===== config.mk =====
export PLATFORM = sky130hd
export DESIGN_NAME = pid_ctrl_param
export DESIGN_NICKNAME = d
export VERILOG_FILES = /design/src/rtl/pid_ctrl_param.sv
export SDC_FILE = /design/constraint.sdc
export NUM_CORES = 1
export LEC_CHECK = 0
export ABC_CLOCK_PERIOD_IN_PS = 7600
export CAP_MARGIN = 10
export CORE_MARGIN = 8
export CORE_UTILIZATION = 60
export CTS_BUF_LIST = sky130_fd_sc_hd__clkbuf_2
export DETAILED_ROUTE_END_ITERATION = 7
export GPL_TIMING_DRIVEN = 0
export PLACE_DENSITY = 0.86
export SYNTH_ARGS = -nofsm -noshare
export SYNTH_HDL_FRONTEND = slang
export SYNTH_SLANG_ARGS = --single-unit

===== constraint.sdc =====
create_clock -name clk -period 7.6 [get_ports clk]
set_clock_uncertainty 0.1 [all_clocks]
set_input_delay 1.52 -clock clk [delete_from_list [all_inputs] [get_ports clk]]
set_output_delay 1.52 -clock clk [all_outputs]
set_load 0.01 [all_outputs]

===== src/rtl/pid_ctrl_param.sv =====
// pid_ctrl_param
//   Two-stage, valid-pipelined PID balance controller with a soft-start ramp timer.
//   Stage 1 saturates the pitch error, updates the integrator (overflow clamp/hold and
//   conditional-integration anti-windup) and registers the P, I and D terms.
//   Stage 2 sums the terms, clamps to OUT_W and registers the output word with a strobe.
//   The soft-start counter ramps while pwr_up is high and stops at full scale.
//
// Ports
//   clk        in   1      clock
//   rst_n      in   1      asynchronous active-low reset
//   vld        in   1      ptch / ptch_rt valid this cycle
//   ptch       in   16     signed pitch error
//   ptch_rt    in   16     signed pitch rate
//   pwr_up     in   1      0 holds the soft-start counter at zero
//   rider_off  in   1      synchronous integrator clear (wins over vld)
//   PID_cntrl  out  OUT_W  signed clamped control word
//   cntrl_vld  out  1      one-cycle strobe: PID_cntrl updated
//   cntrl_sat  out  1      PID_cntrl was clamped on the last update
//   ss_tmr     out  8      soft-start ramp value
module pid_ctrl_param #(
  parameter int ERR_W    = 10,
  parameter int INT_W    = 18,
  parameter int OUT_W    = 12,
  parameter int P_COEFF  = 12,
  parameter int I_SHIFT  = 6,
  parameter int D_SHIFT  = 6,
  parameter int AW_EN    = 1,
  parameter int OV_CLAMP = 1,
  parameter int SS_W     = 27,
  parameter int FAST_SIM = 0
) (
  input  logic                    clk,
  input  logic                    rst_n,
  input  logic                    vld,
  input  logic signed [15:0]      ptch,
  input  logic signed [15:0]      ptch_rt,
  input  logic                    pwr_up,
  input  logic                    rider_off,
  output logic signed [OUT_W-1:0] PID_cntrl,
  output logic                    cntrl_vld,
  output logic                    cntrl_sat,
  output logic [7:0]              ss_tmr
);

  localparam int PW   = ERR_W + 6;
  localparam int DW   = 17;
  localparam int MaxA = (INT_W > PW) ? INT_W : PW;
  localparam int MaxB = (MaxA > DW) ? MaxA : DW;
  localparam int SumW = MaxB + 2;

  localparam logic signed [5:0] PCoef = P_COEFF[5:0];

  // Saturation limits, expressed at the width they are compared against.
  localparam logic signed [15:0] PtchHi = {{(16 - ERR_W + 1){1'b0}}, {(ERR_W - 1){1'b1}}};
  localparam logic signed [15:0] PtchLo = {{(16 - ERR_W + 1){1'b1}}, {(ERR_W - 1){1'b0}}};
  localparam logic signed [ERR_W-1:0] ErrHi = {1'b0, {(ERR_W - 1){1'b1}}};
  localparam logic signed [ERR_W-1:0] ErrLo = {1'b1, {(ERR_W - 1){1'b0}}};
  localparam logic signed [INT_W-1:0] IntHi = {1'b0, {(INT_W - 1){1'b1}}};
  localparam logic signed [INT_W-1:0] IntLo = {1'b1, {(INT_W - 1){1'b0}}};
  localparam logic signed [SumW-1:0] SumHi = {{(SumW - OUT_W + 1){1'b0}}, {(OUT_W - 1){1'b1}}};
  localparam logic signed [SumW-1:0] SumLo = {{(SumW - OUT_W + 1){1'b1}}, {(OUT_W - 1){1'b0}}};

  localparam logic [SS_W-1:0] TmrInc = (FAST_SIM != 0) ? {{(SS_W - 9){1'b0}}, 9'h100}
                                                       : {{(SS_W - 1){1'b0}}, 1'b1};

  // ---------------------------------------------------------------------------------------------
  // Error saturation
  // ---------------------------------------------------------------------------------------------
  logic signed [ERR_W-1:0] err;

  always_comb begin
    err = ptch[ERR_W-1:0];
    if (ptch > PtchHi) begin
      err = ErrHi;
    end else if (ptch < PtchLo) begin
      err = ErrLo;
    end
  end

  // ---------------------------------------------------------------------------------------------
  // Integrator
  // ---------------------------------------------------------------------------------------------
  logic signed [INT_W-1:0] integ_q, integ_d;
  logic signed [INT_W-1:0] integ_acc;  // integrator after this sample, ignoring rider_off
  logic signed [INT_W-1:0] integ_new;  // integrator after this sample, rider_off applied
  logic signed [INT_W:0]   integ_sum;
  logic                    integ_ovf;
  logic                    freeze;

  assign integ_sum = {integ_q[INT_W-1], integ_q} + {{(INT_W + 1 - ERR_W){err[ERR_W-1]}}, err};
  assign integ_ovf = integ_sum[INT_W] != integ_sum[INT_W-1];

  // Conditional integration: stop accumulating while the output is pinned and the new error
  // would push it further into the same rail.
  assign freeze = (AW_EN != 0) && cntrl_sat && (err[ERR_W-1] == PID_cntrl[OUT_W-1]);

  always_comb begin
    integ_acc = integ_sum[INT_W-1:0];
    if (freeze) begin
      integ_acc = integ_q;
    end else if (integ_ovf) begin
      if (OV_CLAMP != 0) begin
        integ_acc = integ_sum[INT_W] ? IntLo : IntHi;
      end else begin
        integ_acc = integ_q;
      end
    end
  end

  assign integ_new = rider_off ? '0 : integ_acc;

  always_comb begin
    integ_d = integ_q;
    if (rider_off) begin
      integ_d = '0;
    end else if (vld) begin
      integ_d = integ_acc;
    end
  end

  // ---------------------------------------------------------------------------------------------
  // Stage 1: term registers
  // ---------------------------------------------------------------------------------------------
  logic signed [PW-1:0]    p_val, p_q;
  logic signed [INT_W-1:0] i_q;
  logic signed [DW-1:0]    rt_ext, d_val, d_q;
  logic                    s1_vld_q;

  assign p_val  = $signed({{6{err[ERR_W-1]}}, err}) * $signed({{ERR_W{PCoef[5]}}, PCoef});
  // One guard bit so that negating the most negative rate cannot wrap.
  assign rt_ext = {ptch_rt[15], ptch_rt};
  assign d_val  = -(rt_ext >>> D_SHIFT);

  always_ff @(posedge clk or negedge rst_n) begin
    if (!rst_n) begin
      integ_q  <= '0;
      p_q      <= '0;
      i_q      <= '0;
      d_q      <= '0;
      s1_vld_q <= 1'b0;
    end else begin
      integ_q  <= integ_d;
      s1_vld_q <= vld;
      if (vld) begin
        p_q <= p_val;
        i_q <= integ_new >>> I_SHIFT;
        d_q <= d_val;
      end
    end
  end

  // ---------------------------------------------------------------------------------------------
  // Stage 2: sum, clamp, output registers
  // ---------------------------------------------------------------------------------------------
  logic signed [SumW-1:0]  sum;
  logic signed [OUT_W-1:0] out_val;
  logic                    out_sat;

  assign sum = {{(SumW - PW){p_q[PW-1]}}, p_q}
             + {{(SumW - INT_W){i_q[INT_W-1]}}, i_q}
             + {{(SumW - DW){d_q[DW-1]}}, d_q};

  always_comb begin
    out_val = sum[OUT_W-1:0];
    out_sat = 1'b0;
    if (sum > SumHi) begin
      out_val = SumHi[OUT_W-1:0];
      out_sat = 1'b1;
    end else if (sum < SumLo) begin
      out_val = SumLo[OUT_W-1:0];
      out_sat = 1'b1;
    end
  end

  always_ff @(posedge clk or negedge rst_n) begin
    if (!rst_n) begin
      PID_cntrl <= '0;
      cntrl_sat <= 1'b0;
      cntrl_vld <= 1'b0;
    end else begin
      cntrl_vld <= s1_vld_q;
      if (s1_vld_q) begin
        PID_cntrl <= out_val;
        cntrl_sat <= out_sat;
      end
    end
  end

  // ---------------------------------------------------------------------------------------------
  // Soft-start timer
  // ---------------------------------------------------------------------------------------------
  logic [SS_W-1:0] ss_cnt_q, ss_cnt_d;
  logic            ss_full;

  // Full scale is judged on the bits above the increment so both step sizes stop without wrap.
  assign ss_full = &ss_cnt_q[SS_W-1:8];

  always_comb begin
    ss_cnt_d = ss_cnt_q;
    if (!pwr_up) begin
      ss_cnt_d = '0;
    end else if (!ss_full) begin
      ss_cnt_d = ss_cnt_q + TmrInc;
    end
  end

  always_ff @(posedge clk or negedge rst_n) begin
    if (!rst_n) begin
      ss_cnt_q <= '0;
    end else begin
      ss_cnt_q <= ss_cnt_d;
    end
  end

  assign ss_tmr = ss_cnt_q[SS_W-1 -: 8];

endmodule


==> metrics.txt, run 1 <==
status=complete, no violations; Final Cycle Share=0.675; hold buffer count at CTS=0; Final Hold Viols=0; Reg area=2550 sq um; commonest non-fill, non-tap cell in the layout=dfrtp_1; Routed Antenna Nets=0; placed instance area=7880 sq um; DP HPWL=13,800 um; Die Span Y=125 um; DRT iter0 DRCs=421; number of setup buffers added after CTS=0; root buffer cell=clkbuf_2; boundary pin count=59; Routed WL per cell=17.7 um; # clock sinks=102; fin util=0.679; Max Cap Violations=0; maximum vdd drop=0.158 mV; sequential-to-total area share from yosys stat=0.357; Area growth, synth to finish=12.0%; Vias=6,022; power per cell area=355 nW/um^2; max incr delay on CP=0.43 ns; cell area after synthesis=7160 sq um; library cells used by synthesis=65; Avg Cell Area, Syn=9.31 sq um; Hold Slack=0.327 ns; fillcell total=916; DRC Markers=0; core area=11,800 sq um; first-pass GRT wire length=29,200 um; full die area=15,700 sq um; Layout Cells excl Fill=985; Final Max Tran Viols=0; Most Frequent Cell on Critical Path=o21ai_1; chip width=125 um; min cycle time layout=5.13 ns; startpoint types=input pin; CTS clock-pin slew for the worst setup and hold paths=0.32 ns; slowest CP cell=clkdlybuf4s50_1; prevailing post-synth register cell=dfrtp_1; Ys Warns=0; Net Count, Synth=880; Via-to-Cell Ratio=6.11; Critical Path Fanout Max=9; DP Cell Count=968; vias in the first global route=6,093; Final Cell Area=8020 sq um; post-cts sizing count=0; hold crit path type=reg2reg; Clk Latency, worst-skew pair=0.66 ns; Clock Tree Buf Depth=2; share of cells above drive strength 1=0.0681; FF+latch count, synth=102; IO buf count=51; RSZ-0062 raised after global routing=no; antenna violations before repair=1; final weighted congestion in routability-driven placement=0.897; worst slew pin tran=0.809 ns; Worst Path Buf+Inv=1; Tot GR Track Use=0.225; kind of critical path=in2reg; Setup TNS=0 ns; TritonCTS clock tree=yes; Top Family by Delay on Critical Path=compound AO/OA/AOI/OAI gates; footprint of the multi-input gates=4300 sq um; Rel. slew slack=0.447; f_max=195 MHz; row count=40; crit path DAT=5.60 ns; Routed WL=17,400 um; Post-synth EDFFs=0; Finish-stage setup viols=0; WP data required=8.07 ns; leakage=3.58 nW; Overflow after GRT=0; nets=943; CP Capture Type=register; TritonRoute pass-1 iters=6; H-Tree Depth=3; asr flop ratio synth=1.00; crit path cell chain=clkdlybuf4s50_1 -> nor4_1 -> a21oi_1 -> o21a_1 -> ha_1 -> fa_1 -> a211oi_1 -> o211ai_1 -> a31o_1 -> o31a_1 -> o221ai_4 -> o21ai_1 -> o221ai_1 -> o21ai_1; most frequent cells in the layout=dfrtp_1 (102), nor2_1 (79), nand2_1 (61); synthesized instance count=769; total CTS buffers=9; largest net degree at the start of global routing=61; Initial Util=0.606
==> area by class of cell <==
type | instances | area share
clock inverter | 7 | 0.0117
clock buffer | 9 | 0.00562
multi-input combinational | 596 | 0.537
timing repair buffer | 52 | 0.0668
inverter | 40 | 0.0187
sequential | 102 | 0.318
antenna | 1 | 0.000312
buffer | 31 | 0.0187
tap | 147 | 0.0229
==> stage by stage <==
step	total power [mW]	setup WS [ns]
2_1_floorplan	2.08	2.87
3_3_place_gp	2.47	1.30
3_5_place_dp	2.54	1.83
4_1_cts	2.84	2.54
5_1_grt	3.08	2.24
6_report	2.84	2.47
==> cell usage after synthesis (all sizes together), types with 2 or more instances <==
| master | instances | area share |
|---|---|---|
| a211o | 4 | 0.0049 |
| a211oi | 11 | 0.012 |
| a21o | 13 | 0.014 |
| a21oi | 50 | 0.035 |
| a22o | 2 | 0.0024 |
| a31oi | 6 | 0.0052 |
| a32oi | 2 | 0.0024 |
| and2 | 4 | 0.0035 |
| and3 | 9 | 0.0079 |
| and3b | 2 | 0.0024 |
| buf | 13 | 0.012 |
| clkbuf | 18 | 0.0094 |
| dfrtp | 102 | 0.36 |
| fa | 18 | 0.050 |
| ha | 56 | 0.098 |
| inv | 39 | 0.020 |
| mux2 | 19 | 0.030 |
| mux2i | 2 | 0.0028 |
| nand2 | 61 | 0.032 |
| nand2b | 8 | 0.0070 |
| nand3 | 20 | 0.014 |
| nand4 | 12 | 0.010 |
| nor2 | 79 | 0.041 |
| nor2b | 3 | 0.0026 |
| nor3 | 10 | 0.0070 |
| nor3b | 2 | 0.0028 |
| nor4 | 5 | 0.0044 |
| nor4b | 2 | 0.0024 |
| o211ai | 7 | 0.0080 |
| o21a | 11 | 0.012 |
| o21ai | 58 | 0.041 |
| o21bai | 4 | 0.0042 |
| o221ai | 10 | 0.015 |
| o22ai | 9 | 0.0079 |
| o2bb2ai | 2 | 0.0024 |
| o31ai | 4 | 0.0049 |
| o32ai | 2 | 0.0024 |
| or2 | 2 | 0.0017 |
| or3 | 5 | 0.0044 |
| xnor2 | 33 | 0.040 |
| xor2 | 33 | 0.040 |
==> logic make-up (layout without fill, tap and decap cells) <==
| kind of cell | after synthesis | count (layout) | share of synthesized area |
|---|---|---|---|
| xor+xnor | 66 | 66 | 0.0808 |
| mux | 21 | 21 | 0.0327 |
| fa+ha+maj | 75 | 75 | 0.150 |
| other cells | 0 | 1 | 0 |
| buf+inv | 71 | 139 | 0.0420 |
| simple gates | 227 | 227 | 0.148 |
| flops | 102 | 102 | 0.357 |
| compound gates | 207 | 207 | 0.190 |
==> report_power, final <==
group	internal, mW	switching (mW)	leakage [nW]
logic	0.746	1.02	2.21
registers	0.670	0.126	1.29
clock network	0.0622	0.220	0.0805
total	1.48	1.36	3.58
==> per-layer routing <==
metal / part of all wire / vias up / GRT usage / wire [um]
met5: 0 / - / 0 / 0
met4: 0.034 / 0 / 0.105 / 588
met3: 0.037 / 47 / 0.0365 / 648
met2: 0.50 / 169 / 0.394 / 8790
met1: 0.42 / 2932 / 0.266 / 7410
li1: - / 2874 / - / -
==> worst reg2reg max path, delay by kind of cell (launching register included) <==
kind,cells,cell delay [ns]
compound gates,6,1.45
fa+ha+maj,2,0.89
flops,1,0.69
simple gates,1,0.30
xor+xnor,1,0.16
==> path summary, 6_finish.rpt <==
kind / startpoint / to / slack, ns / cells past startpoint
hold reg to reg: s1_vld_q$_DFF_PN0_ / cntrl_vld$_DFF_PN0_ / 0.33 / 0
max in group asynchronous: rst_n / ss_cnt_q[25]$_DFFE_PN0P_ / 5.99 / 2
setup / recovery: ptch[14] / i_q[8]$_DFFE_PN0P_ / 2.47 / 14
setup reg to reg: i_q[11]$_DFFE_PN0P_ / PID_cntrl[3]$_DFFE_PN0P_ / 3.94 / 10
min in group asynchronous: rst_n / p_q[3]$_DFFE_PN0P_ / 0.71 / 1
hold / removal: s1_vld_q$_DFF_PN0_ / cntrl_vld$_DFF_PN0_ / 0.33 / 0
==> flip-flops by register name, summed over array words and instances, names as in the netlist <==
name       flops
PID_cntrl     12
cntrl_sat      1
cntrl_vld      1
d_q           17
i_q           12
integ_q       18
p_q           13
s1_vld_q       1
ss_cnt_q      27
No activity file was read; power rests on OpenSTA's default activity.
==> inputs of run 2 (changes only) <==
--- a/config.mk
+++ b/config.mk
@@ -5,7 +5,7 @@
 export SDC_FILE = /design/constraint.sdc
 export NUM_CORES = 1
 export LEC_CHECK = 0
-export ABC_CLOCK_PERIOD_IN_PS = 7600
+export ABC_CLOCK_PERIOD_IN_PS = 4800
 export CAP_MARGIN = 10
 export CORE_MARGIN = 8
 export CORE_UTILIZATION = 60
==> constraint.sdc (replaced) <==
create_clock -name clk -period 4.8 [get_ports clk]
set_clock_uncertainty 0.1 [all_clocks]
set_input_delay 0.96 -clock clk [delete_from_list [all_inputs] [get_ports clk]]
set_output_delay 0.96 -clock clk [all_outputs]
set_load 0.01 [all_outputs]
==> results of run 2 <==
The final DEF is identical to that of run 1. Status: complete, no violations.
Among the figures that moved: setup slack after placement 1.83 ns -> -0.412 ns; setup slack after layout 2.47 ns -> 0.228 ns; hold slack 0.327 ns -> 0.153 ns; register-to-register setup slack 3.94 ns -> 1.14 ns; total power 2.84 mW -> 4.50 mW; worst IR drop on VDD 0.158 mV -> 0.251 mV
==> inputs of run 3 (changes only) <==
--- a/config.mk
+++ b/config.mk
@@ -8,11 +8,11 @@
 export ABC_CLOCK_PERIOD_IN_PS = 4800
 export CAP_MARGIN = 10
 export CORE_MARGIN = 8
-export CORE_UTILIZATION = 60
+export CORE_UTILIZATION = 61
 export CTS_BUF_LIST = sky130_fd_sc_hd__clkbuf_2
 export DETAILED_ROUTE_END_ITERATION = 7
 export GPL_TIMING_DRIVEN = 0
-export PLACE_DENSITY = 0.86
+export PLACE_DENSITY = 0.87
 export SYNTH_ARGS = -nofsm -noshare
 export SYNTH_HDL_FRONTEND = slang
 export SYNTH_SLANG_ARGS = --single-unit
==> run 3 against run 2 <==
- worst setup slack worse by 0.069 ns
- register-to-register slack about the same
- total power increased by 1.0%
- wire length increased by 3.3%
- utilization grew 2.1 points
- critical path depth is 1 lower
- largest power group unchanged
==> metrics.txt, run 3 (synthesis results as in run 1) <==
Rel. slew slack=0.437; total CTS buffers=9; status=complete, no violations; boundary pin count=59; hold crit path type=in2async; maximum vdd drop=0.683 mV; f_max=215 MHz; Routed WL=18,000 um; H-Tree Depth=3; post-cts sizing count=0; Clock Tree Buf Depth=2; antenna violations before repair=0; root buffer cell=clkbuf_2; ANT cells=0; TritonRoute pass-1 iters=7; Final Cell Area=8000 sq um; Die Span Y=124 um; commonest non-fill, non-tap cell in the layout=dfrtp_1; Final WS setup=0.159 ns; startpoint types=input pin; nets=943; vias in the first global route=5,984; Tot GR Track Use=0.233; Final Max Tran Viols=0; power per cell area=569 nW/um^2; Overflow after GRT=0; post-place setup slack=-0.393 ns; R2R depth=12; row count=39; Final Hold Viols=0; number of setup buffers added after CTS=0; Routed WL per cell=18.4 um; Routed Antenna Nets=0; full die area=15,500 sq um; first-pass GRT wire length=30,200 um; Critical Path Fanout Max=9; DRC Markers=0; CP endpoint=i_q[5]$_DFFE_PN0P_; TritonCTS clock tree=yes; min cycle time layout=4.64 ns; Clk Latency, worst-skew pair=0.62 ns; CTS clock-pin slew for the worst setup and hold paths=0.30 ns; DRT iter0 DRCs=765; Initial Util=0.627; reg-to-reg slack, setup=1.14 ns; Area growth, synth to finish=11.7%; chip width=124 um; fin util=0.700; share of cells above drive strength 1=0.0681; core area=11,400 sq um; placed instance area=7870 sq um; DP HPWL=14,300 um; Setup crit start=ptch[13]; Layout Cells excl Fill=980; Worst R2R Start=p_q[2]$_DFFE_PN0P_; # clock sinks=102; leakage=3.58 nW; most frequent cells in the layout=dfrtp_1 (102), nor2_1 (79), nand2_1 (61); RR Endpoint=PID_cntrl[3]$_DFFE_PN0P_; RSZ-0062 raised after global routing=no; Via-to-Cell Ratio=6.21; biggest regs=ss_cnt_q: 27 flops, integ_q: 18 flops, d_q: 17 flops; Finish-stage setup viols=0; Vias=6,082; final weighted congestion in routability-driven placement=0.922; Final Cycle Share=0.967; kind of critical path=in2reg; Max Cap Violations=0; hold buffer count at CTS=0; IO buf count=51; largest net degree at the start of global routing=65; worst slew pin tran=0.824 ns; Setup TNS=0 ns; DP Cell Count=964; crit path DAT=5.12 ns; WP data required=5.28 ns; number of flip-flops in the largest register=27; CP Capture Type=register; Largest Register=ss_cnt_q
[run 3: how the worst min path moves through the flow]
stage / start / to / slack [ns] / cells past startpoint
after floorplan: s1_vld_q$_DFF_PN0_ / cntrl_vld$_DFF_PN0_ / 0.25 / 0
after global placement: s1_vld_q$_DFF_PN0_ / cntrl_vld$_DFF_PN0_ / 0.26 / 0
after detailed placement: s1_vld_q$_DFF_PN0_ / cntrl_vld$_DFF_PN0_ / 0.26 / 0
after CTS: rst_n / PID_cntrl[0]$_DFFE_PN0P_ / 0.16 / 1
after global routing: rst_n / PID_cntrl[1]$_DFFE_PN0P_ / 0.16 / 1
final: rst_n / integ_q[5]$_DFFE_PN0P_ / 0.18 / 1
[run 3: final cells by class]
type / instances / area, sq um
fill: 873 / 3420
clock inverter: 7 / 78.8
sequential: 102 / 2550
clock buffer: 9 / 45.0
inverter: 40 / 150
buffer: 31 / 150
timing repair buffer: 52 / 536
multi-input combinational: 596 / 4300
tap: 143 / 179
[run 3: worst max-delay path: stages]
cell             delay (ns)
clkdlybuf4s50_1        0.48
nand4_1                0.09
o21ai_1                0.49
o21a_1                 0.31
ha_1                   0.33
a21oi_1                0.25
nand2_1                0.14
o2111ai_1              0.47
a211o_1                0.21
o211ai_2               0.16
a2111oi_0              0.81
o221ai_1               0.28
o21ai_0                0.13
[run 3: stage by stage]
stage                     power (mW)  hold WS [ns]
after CTS                       4.50         0.160
after detailed placement        4.05         0.264
final                           4.55         0.177
after floorplan                 3.29         0.252
after global placement          3.90         0.255
after global routing            4.89         0.155
[run 3: metal layers]
layer / track usage / share of wire / vias up / wire length [um]
li1: - / - / 2867 / -
met1: 0.288 / 0.42 / 2976 / 7560
met2: 0.404 / 0.51 / 201 / 9190
met3: 0.0366 / 0.048 / 38 / 860
met4: 0.0808 / 0.022 / 0 / 396
met5: 0 / 0 / - / 0
[run 3: power by group]
part           internal (mW)  total (mW)  leakage [nW]  switching (mW)
logic                   1.18        2.84          2.21            1.66
registers               1.06        1.26          1.29           0.203
clock network          0.128       0.444        0.0761           0.316
total                   2.37        4.55          3.58            2.18
